## config.mk

```make
export PLATFORM = sky130hd
export DESIGN_NAME = mod47_exp_seq_flat
export DESIGN_NICKNAME = d
export VERILOG_FILES = /design/src/rtl/mod47_pkg.sv /design/src/rtl/mod47_exp_seq_if.sv /design/src/rtl/mult_mod_47_bits.sv /design/src/rtl/mod47_exp_seq.sv /design/src/flat_wrapper.sv
export SDC_FILE = /design/constraint.sdc
export NUM_CORES = 1
export LEC_CHECK = 0
export CORE_ASPECT_RATIO = 0.9
export CORE_MARGIN = 4
export CORE_UTILIZATION = 69
export DETAILED_ROUTE_END_ITERATION = 8
export PLACE_DENSITY = 0.89
export REMOVE_ABC_BUFFERS = 1
export SYNTH_ARGS = -nofsm -noshare
export SYNTH_HDL_FRONTEND = slang
export SYNTH_SLANG_ARGS = --single-unit
```

## constraint.sdc

```tcl
create_clock -name clk -period 22.9 [get_ports clk]
set_clock_uncertainty 0.15 [all_clocks]
set_input_delay 4.58 -clock clk [delete_from_list [all_inputs] [get_ports clk]]
set_output_delay 4.58 -clock clk [all_outputs]
set_load 0.01 [all_outputs]
```

## src/rtl/mod47_pkg.sv

```systemverilog
// mod47_pkg: shared constants, FSM states and base pre-reduction for the mod-47 exponentiator
package mod47_pkg;
   localparam int RES_W = 6;
   localparam logic [RES_W-1:0] MODULUS = 6'd47;
   typedef enum logic [1:0] {IDLE, SQUARE, MULT, FINISH} state_t;
   // A 6-bit value is below 2*47, so one conditional subtract lands in 0..46
   function automatic logic [RES_W-1:0] reduce47(input logic [RES_W-1:0] x);
      return (x >= MODULUS) ? x - MODULUS : x;
   endfunction
endpackage

```

## src/rtl/mod47_exp_seq_if.sv

```systemverilog
// mod47_exp_seq_if: request/response signals between a client and the mod-47 exponentiator
interface mod47_exp_seq_if #(parameter int EXP_W = 8);
   logic             start;
   logic [5:0]       base;
   logic [EXP_W-1:0] exponent;
   logic             busy;
   logic             done;
   logic [5:0]       result;
   modport master (output start, base, exponent, input busy, done, result);
   modport slave  (input start, base, exponent, output busy, done, result);
endinterface

```

## src/rtl/mult_mod_47_bits.sv

```systemverilog
// mult_mod_47_bits: combinational (a*b) mod 47 for residues a,b in 0..46, bit-serial shift-and-add
module mult_mod_47_bits
   import mod47_pkg::*;
(
   input  logic [RES_W-1:0] a,
   input  logic [RES_W-1:0] b,
   output logic [RES_W-1:0] p
);
   logic [RES_W:0] r;
   // Horner over b's bits keeps every partial sum below 2*47, so each step needs one subtract
   always_comb begin
      r = '0;
      for (int i = RES_W-1; i >= 0; i--) begin
         r = {r[RES_W-1:0], 1'b0};
         r = (r >= {1'b0, MODULUS}) ? r - {1'b0, MODULUS} : r;
         r = b[i] ? r + {1'b0, a} : r;
         r = (r >= {1'b0, MODULUS}) ? r - {1'b0, MODULUS} : r;
      end
   end
   assign p = r[RES_W-1:0];
endmodule

```

## src/rtl/mod47_exp_seq.sv

```systemverilog
// mod47_exp_seq: base^exponent mod 47 by MSB-first square-and-multiply over one shared multiplier
module mod47_exp_seq
   import mod47_pkg::*;
#(
   parameter int EXP_W = 8
) (
   input  logic clk,
   input  logic rst_n,
   mod47_exp_seq_if.slave bus
);
   localparam int IDX_W = (EXP_W > 1) ? $clog2(EXP_W) : 1;
   state_t           state, state_n;
   logic [RES_W-1:0] acc, acc_n, b, b_n, result, result_n, op_b, prod;
   logic [EXP_W-1:0] e, e_n;
   logic [IDX_W-1:0] idx, idx_n;
   logic             busy, busy_n, done, done_n;
   assign op_b = (state == MULT) ? b : acc;
   mult_mod_47_bits u_mul (.a(acc), .b(op_b), .p(prod));
   always_ff @(posedge clk) begin
      if (!rst_n) begin
         state  <= IDLE;
         acc    <= '0;
         b      <= '0;
         e      <= '0;
         idx    <= '0;
         busy   <= 1'b0;
         done   <= 1'b0;
         result <= '0;
      end else begin
         state  <= state_n;
         acc    <= acc_n;
         b      <= b_n;
         e      <= e_n;
         idx    <= idx_n;
         busy   <= busy_n;
         done   <= done_n;
         result <= result_n;
      end
   end
   // busy drops one cycle after FINISH so the done cycle still refuses a new start
   always_comb begin
      state_n  = state;
      acc_n    = acc;
      b_n      = b;
      e_n      = e;
      idx_n    = idx;
      busy_n   = done ? 1'b0 : busy;
      done_n   = 1'b0;
      result_n = result;
      case (state)
         IDLE: if (bus.start && !busy) begin
            b_n     = reduce47(bus.base);
            e_n     = bus.exponent;
            acc_n   = 6'd1;
            idx_n   = IDX_W'(EXP_W-1);
            busy_n  = 1'b1;
            state_n = SQUARE;
         end
         SQUARE: begin
            acc_n   = prod;
            state_n = e[idx] ? MULT : (idx == '0) ? FINISH : SQUARE;
            idx_n   = (!e[idx] && idx != '0) ? idx - 1'b1 : idx;
         end
         MULT: begin
            acc_n   = prod;
            state_n = (idx == '0) ? FINISH : SQUARE;
            idx_n   = (idx == '0) ? idx : idx - 1'b1;
         end
         default: begin
            result_n = acc;
            done_n   = 1'b1;
            state_n  = IDLE;
         end
      endcase
   end
   assign bus.busy   = busy;
   assign bus.done   = done;
   assign bus.result = result;
endmodule
```

## src/flat_wrapper.sv

```systemverilog
// flat-port wrapper written by rule: the top's interface ports become plain ports
module mod47_exp_seq_flat import mod47_pkg::*;
#(
   parameter int EXP_W = 8
)
  (clk, rst_n, bus_start, bus_base, bus_exponent, bus_busy, bus_done, bus_result);
  mod47_exp_seq_if #(.EXP_W(EXP_W)) bus_i ();
  input  logic clk;
  input  logic rst_n;
  input wire logic [$bits(bus_i.start)-1:0] bus_start;
  input wire logic [$bits(bus_i.base)-1:0] bus_base;
  input wire logic [$bits(bus_i.exponent)-1:0] bus_exponent;
  output wire logic [$bits(bus_i.busy)-1:0] bus_busy;
  output wire logic [$bits(bus_i.done)-1:0] bus_done;
  output wire logic [$bits(bus_i.result)-1:0] bus_result;
  assign bus_i.start = bus_start;
  assign bus_i.base = bus_base;
  assign bus_i.exponent = bus_exponent;
  assign bus_busy = bus_i.busy;
  assign bus_done = bus_i.done;
  assign bus_result = bus_i.result;
  mod47_exp_seq #(.EXP_W(EXP_W)) u_core (.clk(clk), .rst_n(rst_n), .bus(bus_i));
endmodule
```

Yosys cells after proc, flatten, opt, wreduce, memory -nomap -nowiden
Index checks and enable logic that the tools add are counted.
{"block": "totals", "reg_bits": 33, "inputBits": 17, "out_inout_bits": 8, "word_cells": 93}
{"block": "op_classes", "n_addsub": 18, "magnitude_cmp": 13, "eq_ne": 5, "mux": 35, "n_reduce_logical": 14}
{"cell": "$ge 7x6->1 const B", "count": 10}
{"cell": "$mux 7", "count": 10}
{"cell": "$mux 6", "count": 10}
{"cell": "$sub 6x6->6 const B", "count": 7}
{"cell": "$add 7x6->7", "count": 5}
{"cell": "$sub 7x6->7 const B", "count": 5}
{"cell": "$ge 6x6->1 const B", "count": 2}
{"cell": "$pmux 6 s2", "count": 1}
{"cell": "$mux 3", "count": 3}
{"cell": "$pmux 3 s3", "count": 1}
{"cell": "$mux 2", "count": 3}
{"cell": "$pmux 2 s3", "count": 1}
{"cell": "$reduce_bool 3->1", "count": 2}
{"cell": "$mux 1", "count": 5}
{"cell": "$lt 3x4->1 const B", "count": 1}
{"cell": "$ne 2x1->1 const B", "count": 2}
{"cell": "$reduce_and 2->1", "count": 2}
{"cell": "$reduce_and 4->1", "count": 1}
{"cell": "$bmux 1 s3", "count": 1}
{"cell": "$logic_not 3->1", "count": 1}
{"cell": "$reduce_or 3->1", "count": 1}
{"cell": "$sub 3x1->3 const B", "count": 1}
{"cell": "$eq 2x1->1 const B", "count": 1}
{"cell": "$eq 2x2->1 const B", "count": 1}
{"cell": "6 further kinds", "count": 8}

Logic depth before layout (Yosys ltp)
Gate-level depths: netlist of the first run.
{"block": "logic_depth", "ltp_word": 36, "ltp_mapped": 78, "depth_no_buf": 75}

By module
Synthesis of the first run repeated with hierarchy kept, for this count alone.
{"block": "hier_totals", "cells_unflattened": 754, "hier_area_um2": 5765.5}
{"module": "mult_mod_47_bits", "instances": 1, "cells_each": 573, "area_per_inst_um2": 4176.5, "seq_area_each_um2": 0.0}
{"module": "mod47_exp_seq", "instances": 1, "cells_each": 181, "area_per_inst_um2": 1589.0, "seq_area_each_um2": 660.6}

Worst setup path before layout of the first run
No wires, ideal clock.
{"block": "synth_path", "path_type": "register to register", "startpoint": "register u_core.state[0]", "endpoint": "register u_core.acc[3]", "setup_ns": 0.120, "arrival_time_ns": 13.422, "required_time_ns": 22.630, "path_slack_ns": 9.208, "path_stages_with_launch": 73, "path_buffers": 2, "period_less_slack_ns": 13.692, "cell_sequence": "dfxtp_1 inv_1 ha_1 mux2_2 and2_1 ha_1 a21oi_1 or4_4 buf_6 a22oi_1 nor2_1 ha_1 fa_1 a211oi_1 nor2_1 o31ai_1 a21oi_1 o32a_1 [... 37 more ...] nor3_1 o211a_1 a211oi_1 a21oi_1 o32a_1 inv_1 ha_1 inv_1 fa_1 nand2_1 o31ai_4 inv_1 ha_1 inv_1 nor3_1 a211oi_1 o21a_1 a211o_1"}
{"block": "synth_between", "elab_chain_cells": 36, "elab_cells_between_ends": 53, "classes_between": "16 x add/sub; 11 x order compare; 3 x eq/ne; 19 x mux; 4 x reduce/logical"}
{"item": "from (decl)", "line_no": "mod47_exp_seq.sv:12", "rtl": "state_t state, state_n;"}
{"item": "from (signal assigned)", "line_no": "mod47_exp_seq.sv:30", "rtl": "state <= state_n;"}
{"item": "$eq 2x2->1", "line_no": "mod47_exp_seq.sv:17, mod47_exp_seq.sv:50"}
{"item": "$mux 6", "line_no": "mod47_exp_seq.sv:17", "rtl": "assign op_b = (state == MULT) ? b : acc;"}
{"item": "$mux 6", "line_no": "mult_mod_47_bits.sv:16", "rtl": "r = b[i] ? r + {1'b0, a} : r;"}
{"item": "$sub 6x6->6 / $ge 6x6->1 (equally long branches)", "line_no": "mult_mod_47_bits.sv:17", "rtl": "r = (r >= {1'b0, MODULUS}) ? r - {1'b0, MODULUS} : r;"}
{"item": "$mux 6", "line_no": "mult_mod_47_bits.sv:17"}
{"item": "$sub 7x6->7 / $ge 7x6->1 (equally long branches)", "line_no": "mult_mod_47_bits.sv:15", "rtl": "r = (r >= {1'b0, MODULUS}) ? r - {1'b0, MODULUS} : r;"}
{"item": "$mux 7", "line_no": "mult_mod_47_bits.sv:15"}
{"item": "$add 7x6->7", "line_no": "mult_mod_47_bits.sv:16"}
{"item": "[... 20 more ...]"}
{"item": "$mux 6", "line_no": "mult_mod_47_bits.sv:17"}
{"item": "$sub 7x6->7 / $ge 7x6->1 (equally long branches)", "line_no": "mult_mod_47_bits.sv:15"}
{"item": "$mux 7", "line_no": "mult_mod_47_bits.sv:15"}
{"item": "$add 7x6->7", "line_no": "mult_mod_47_bits.sv:16"}
{"item": "$mux 7", "line_no": "mult_mod_47_bits.sv:16"}
{"item": "$sub 6x6->6 / $ge 7x6->1 (equally long branches)", "line_no": "mult_mod_47_bits.sv:17"}
{"item": "$mux 6", "line_no": "mult_mod_47_bits.sv:17"}
{"item": "$pmux 6 s2", "line_no": "mod47_exp_seq.sv:50", "rtl": "case (state)"}
{"item": "to (signal assigned)", "line_no": "mod47_exp_seq.sv:31", "rtl": "acc <= acc_n;"}
{"item": "to (decl)", "line_no": "mod47_exp_seq.sv:13", "rtl": "logic [RES_W-1:0] acc, acc_n, b, b_n, result, result_n, op_b, prod;"}
Parallel ways exist; a longest one is shown, timed or not.
A chain may end at the register's enable or synchronous reset.

Final worst setup path of the first run
Same ends and word-level chain as after synthesis.

==> impl_metrics.yaml, run 1 <==
routing:
  finalWirelength_mm: 16.96
  drcViolationCount: 0
  drt-pass1-iter-count: 5
  drtIter0Drc: 590
  post_drt_wl_per_cell_um: 18.12
  viasPerCell: 7.118
  ant_nets: 0
  dr_total_vias: 6662
synthesis:
  synth_seq_cells: 33
  synth_edf_count: 0
  yosys_warnings: 0
  synthFlopType: "dfxtp_1"
  ys_types: 106
  netlist_area_um2: 6075
  synthArstFlopShare_pct: 0
  seq_area_frac_synth_pct: 10.88
  avgSynthCellArea_um2: 7.417
  syn_inst: 819
die:
  start_util_pct: 70.90
  fp.dieW_um: 106.9
  die_area_um2: 10370
  rows: 32
  core-area_um2: 8568
  die_h_um: 97.02
  io_pins: 25
grt:
  grt_max_degree: 28
  grt_util_met1_pct: 42.32
  overflow: 0
  grt_pass1_vias: 6405
  grt_util_met3_pct: 3.869
  globalRouteTotalUtil_pct: 32.47
  top_usage_layer: "met2"
  antenna_found_initial: 0
  grtUsageMet2_pct: 55.52
  grt_pass1_wl_mm: 28.88
place:
  dp_slack_ns: 6.561
  port_buffers: 24
  place_area_um2: 6320
  finalWeightedCongestion: 0.9509
  dp_hpwl_mm: 13.16
finish:
  layout_common_cells: "nand2_1 (78), a21oi_1 (69), nor2_1 (68), ha_1 (52), o21ai_0 (39)"
  fill_cells: 679
  utilization_pct: 74.62
  stdcell_area_um2: 6394
  seqCellArea_um2: 660.6
  diodes: 0
  multiInputGateArea_um2: 5097
  drive_above_1_share_pct: 8.446
  area.growth.synth_to_final_pct: 5.252
  final_common_cell: "nand2_1"
  nNetsFinal: 892
worst_setup_path:
  critical-path-slowest-cell: "ha_1"
  timing.rr.end: "u_core.acc[3]"
  worstSetupPathType: "reg -> reg"
  r2r_slack_ns: 6.24
  required_ns: 22.92
  slowest_delay_ns: 0.68
  worst-path-max-fanout: 22
  cpMostUsedCell: "ha_1"
  worstPathArrival_ns: 16.68
  critPathLaunchType: "register"
  end_kind: "register"
  r2r_start: "u_core.state[0]"
  r2r_cells: 68
timing:
  maxSlewViolCount: 0
  period_minus_slack_ns: 16.66
  fmaxAchievable_ghz: 0.06003
  hold_viol_final: 0
  worst_slack_ns: 6.242
  slew_headroom_pct: 17.88
  rsz0062_at_grt: "false"
  setup_viol: 0
  period_share_pct: 72.74
  worst_pin_slew_ns: 1.227
  tns_ns: 0
min_path:
  hold_start: "u_core.e[7]"
  hold_end: "u_core.e[7]"
  hold_depth: 2
  hold_path.class: "reg -> reg"
cts:
  tritoncts: "yes"
  clock_latency_ns: 0.28
  postCtsSetupBuffers: 0
  clk_pin_slew_worst_paths_ns: 0.07
  cts_resized: 0
  clockBufferDepth: 2
  cts_max_level: 2
  ctsHoldBuffers: 0
  cts.sinks: 33
  cts-root-buf: "clkbuf_8"
  cts-buffers-inserted: 5
run_status:
  status: "completed"
flow_run:
  max-cap-violations: 0
[how the worst max path moves through the flow]
stage / startpoint / end / slack, ns / cells after the start
after floorplan: u_core.state[0] / u_core.acc[3] / 8.52 / 69
after global placement: u_core.state[0] / u_core.acc[3] / 7.21 / 68
after detailed placement: u_core.state[0] / u_core.acc[3] / 6.56 / 69
after CTS: u_core.state[0] / u_core.acc[3] / 6.57 / 68
after global routing: u_core.state[0] / u_core.acc[3] / 5.13 / 69
final: u_core.state[0] / u_core.acc[3] / 6.24 / 68
[registers in the layout, indices dropped and copies added, names as in the netlist]
signal,flops
u_core.b,6
u_core.bus.busy,1
u_core.bus.result,6
u_core.state,2
u_core.idx,3
u_core.e,8
u_core.bus.done,1
u_core.acc,6
[metrics by stage]
| step | cells | hold WS [ns] |
|---|---|---|
| after floorplan | 782 | 0.2831 |
| after global placement | 930 | 0.2890 |
| after detailed placement | 930 | 0.2984 |
| after CTS | 936 | 0.3069 |
| after global routing | 936 | 0.3251 |
| final | 936 | 0.3053 |
[cell type report]
cell class	count	area share, %
Clock inverter	1	0.07828
Timing Repair Buffer	29	4.344
Tap cell	119	2.329
Clock buffer	5	1.076
Multi-Input combinational cell	713	79.73
Inverter	36	2.114
Sequential cell	33	10.33
[cells by family (layout without fill, tap and decap cells)]
kind of cell / count (synthesis) / after routing / share of synthesized area [%]
AO/OA/AOI/OAI: 312 / 312 / 38.21
buffers and inverters: 73 / 71 / 5.211
adder cells (fa/ha/maj): 57 / 57 / 12.36
multiplexers: 26 / 26 / 5.005
XOR/XNOR: 29 / 29 / 4.181
flip-flops: 33 / 33 / 10.88
AND/OR/NAND/NOR: 289 / 289 / 24.16
[synth_stat cells, types with 8 or more instances]
| cell | instances | share of area, % |
|---|---|---|
| a211oi_1 | 18 | 2.2 |
| nor3_1 | 23 | 1.9 |
| nand2b_1 | 11 | 1.1 |
| dfxtp_1 | 33 | 11 |
| nand2_1 | 78 | 4.8 |
| clkbuf_1 | 16 | 0.99 |
| nor4_1 | 8 | 0.82 |
| a31oi_1 | 19 | 2.0 |
| mux2i_1 | 18 | 3.0 |
| a21o_1 | 21 | 2.6 |
| a21oi_1 | 69 | 5.7 |
| o21ai_1 | 11 | 0.91 |
| ha_1 | 52 | 11 |
| o211ai_1 | 8 | 0.99 |
| xor2_1 | 12 | 1.7 |
| or3_1 | 8 | 0.82 |
| and2_1 | 12 | 1.2 |
| nand3_1 | 22 | 1.8 |
| inv_1 | 31 | 1.9 |
| nand4_1 | 9 | 0.93 |
| and3_1 | 12 | 1.2 |
| o21ai_0 | 39 | 3.2 |
| o21a_1 | 11 | 1.4 |
| buf_2 | 14 | 1.2 |
| a22oi_1 | 8 | 0.99 |
| nor2_1 | 68 | 4.2 |
| xnor2_1 | 17 | 2.5 |
[critical path: cells and delay by family (launching register included)]
family	cells	cell delay [ns]
mux	1	0.37
buf+inv	3	0.26
fa+ha+maj	11	3.81
flops	1	0.34
simple gates	23	5.68
compound gates	27	5.44
xor+xnor	3	0.51
[layer usage]
layer	wire (um)	share of wire [%]	up-vias
met2	8016	47	355
met4	530	3.1	0
met3	1381	8.1	64
met5	0	0	-
li1	-	-	3147
met1	7034	41	3096
Power of run 1 is not shown: default switching activity piles up to over one toggle a cycle in this logic, so the estimate is an artifact.
==> inputs of run 2 (changes only) <==
CORE_UTILIZATION = 58   (was 69)
PLACE_DENSITY = 0.8   (was 0.89)
clock period = 14.15 ns   (was 22.9 ns; I/O delays follow)
==> impl_metrics.yaml, run 2 (synthesis results as in run 1) <==
finish:
  nNetsFinal: 960
  largest_reg_flops: 8
  drive_above_1_share_pct: 28.18
  diodes: 0
  regMostFlops: "u_core.e"
  area.growth.synth_to_final_pct: 28.18
  layout_common_cells: "nand2_1 (72), buf_4 (70), nor2_1 (57), a21oi_1 (54), ha_1 (38)"
  fill_cells: 703
  final_common_cell: "nand2_1"
cts:
  cts_max_level: 2
  cts.sinks: 33
  clk_pin_slew_worst_paths_ns: 0.05
  cts-root-buf: "clkbuf_16"
  clock_latency_ns: 0.28
  tritoncts: "yes"
  clockBufferDepth: 2
  cts-buffers-inserted: 5
routing:
  post_drt_wl_per_cell_um: 19.58
  viasPerCell: 6.979
  drt-pass1-iter-count: 7
  drcViolationCount: 0
  dr_total_vias: 7091
  finalWirelength_mm: 19.89
  drtIter0Drc: 749
  ant_nets: 0
grt:
  grt_pass1_wl_mm: 30.50
  globalRouteTotalUtil_pct: 29.52
  grt_max_degree: 28
  overflow: 0
  antenna_found_initial: 0
  grt_pass1_vias: 6414
timing:
  setup_viol: 0
  maxSlewViolCount: 0
  slew_headroom_pct: 11.13
  hold_viol_final: 0
  fmaxAchievable_ghz: 0.07244
  worst_pin_slew_ns: 1.296
  period_minus_slack_ns: 13.80
  period_share_pct: 97.55
  worst_slack_ns: 0.3462
place:
  port_buffers: 24
  finalWeightedCongestion: 0.9466
  dp_slack_ns: -0.6547
  dp_hpwl_mm: 13.52
die:
  die_area_um2: 12180
  rows: 35
  fp.dieW_um: 115.9
  core-area_um2: 10250
  die_h_um: 105.1
  io_pins: 25
  start_util_pct: 59.28
worst_setup_path:
  worstPathArrival_ns: 13.80
  worstSetupPathType: "reg -> reg"
  slowest_delay_ns: 0.43
  r2r_start: "u_core.state[0]"
  cpMostUsedCell: "nand2_1"
  critPathLaunchType: "register"
  worst-path-max-fanout: 9
  critical-path-slowest-cell: "fa_2"
  end_kind: "register"
  required_ns: 14.15
  cp-startpoint: "u_core.state[0]"
min_path:
  hold_path.class: "reg -> reg"
  hold_start: "u_core.e[2]"
run_status:
  status: "completed"
flow_run:
  max-cap-violations: 0
-- run 2: cell types whose count changed in the layout (fill, tap and decap cells not counted), sizes merged --
cell      before  now
clkinv         2    1
clkbuf         5    6
buf            5   73
bufinv         0    1
clkinvlp       0    1
-- run 2: critical path, delay by kind of cell, from the launching register on --
kind	cells	cell delay (ns)
AND/OR/NAND/NOR	20	2.51
AO/OA/AOI/OAI	30	5.71
buffers and inverters	8	0.92
XOR/XNOR	2	0.33
adder cells (fa/ha/maj)	12	3.15
flip-flops	1	0.33
multiplexers	2	0.58
-- run 2: area by class of cell --
cell class                      instances  area (um^2)  area share, %
Clock buffer                            6        138.9          1.784
Clock inverter                          2        37.54         0.4821
Inverter                               36        137.6          1.768
Multi-Input combinational cell        713         5849          75.12
Sequential cell                        33        661.9          8.501
Tap cell                              129        161.4          2.073
Timing Repair Buffer                   97        799.5          10.27
-- run 2: layer usage --
layer | global-route usage, % | routed length (um)
met5 | 0 | 0
met1 | 41.21 | 8472
met3 | 2.953 | 1428
met2 | 49.14 | 9470
met4 | 5.965 | 522
-- run 2: final timing paths --
kind / endpoint / cells past startpoint / slack [ns]
setup / recovery: u_core.acc[1] / 74 / 0.35
hold / removal: u_core.e[2] / 2 / 0.31
hold reg to reg: u_core.e[2] / 2 / 0.31
setup reg to reg: u_core.acc[1] / 74 / 0.35
-- run 2: per-stage QoR --
| stage | std cells | instance area [um^2] | utilization [%] | hold slack, ns | TNS, ns |
|---|---|---|---|---|---|
| 4_1_cts | 982 | 6903 | 67.36 | 0.3116 | 0 |
| 2_1_floorplan | 782 | 5893 | - | 0.2831 | -0.7947 |
| 3_5_place_dp | 969 | 6550 | 63.92 | 0.3028 | -3.479 |
| 3_3_place_gp | 969 | 6550 | 63.92 | 0.2952 | -1.606 |
| 6_report | 1016 | 7786 | 75.98 | 0.3097 | 0 |
| 5_1_grt | 1016 | 7786 | 75.98 | 0.3319 | -1.566 |
-- run 2: what timing repair did --
action	4_1_cts	5_1_grt
endpoints found under the setup margin	6	6
setup buffers	5	34
gates resized for setup	28	130
cloned	0	0
pin swaps	1	36
hold buffers	0	0
hold endpoints to repair	0	0
Power of run 2 is left out for the same reason.
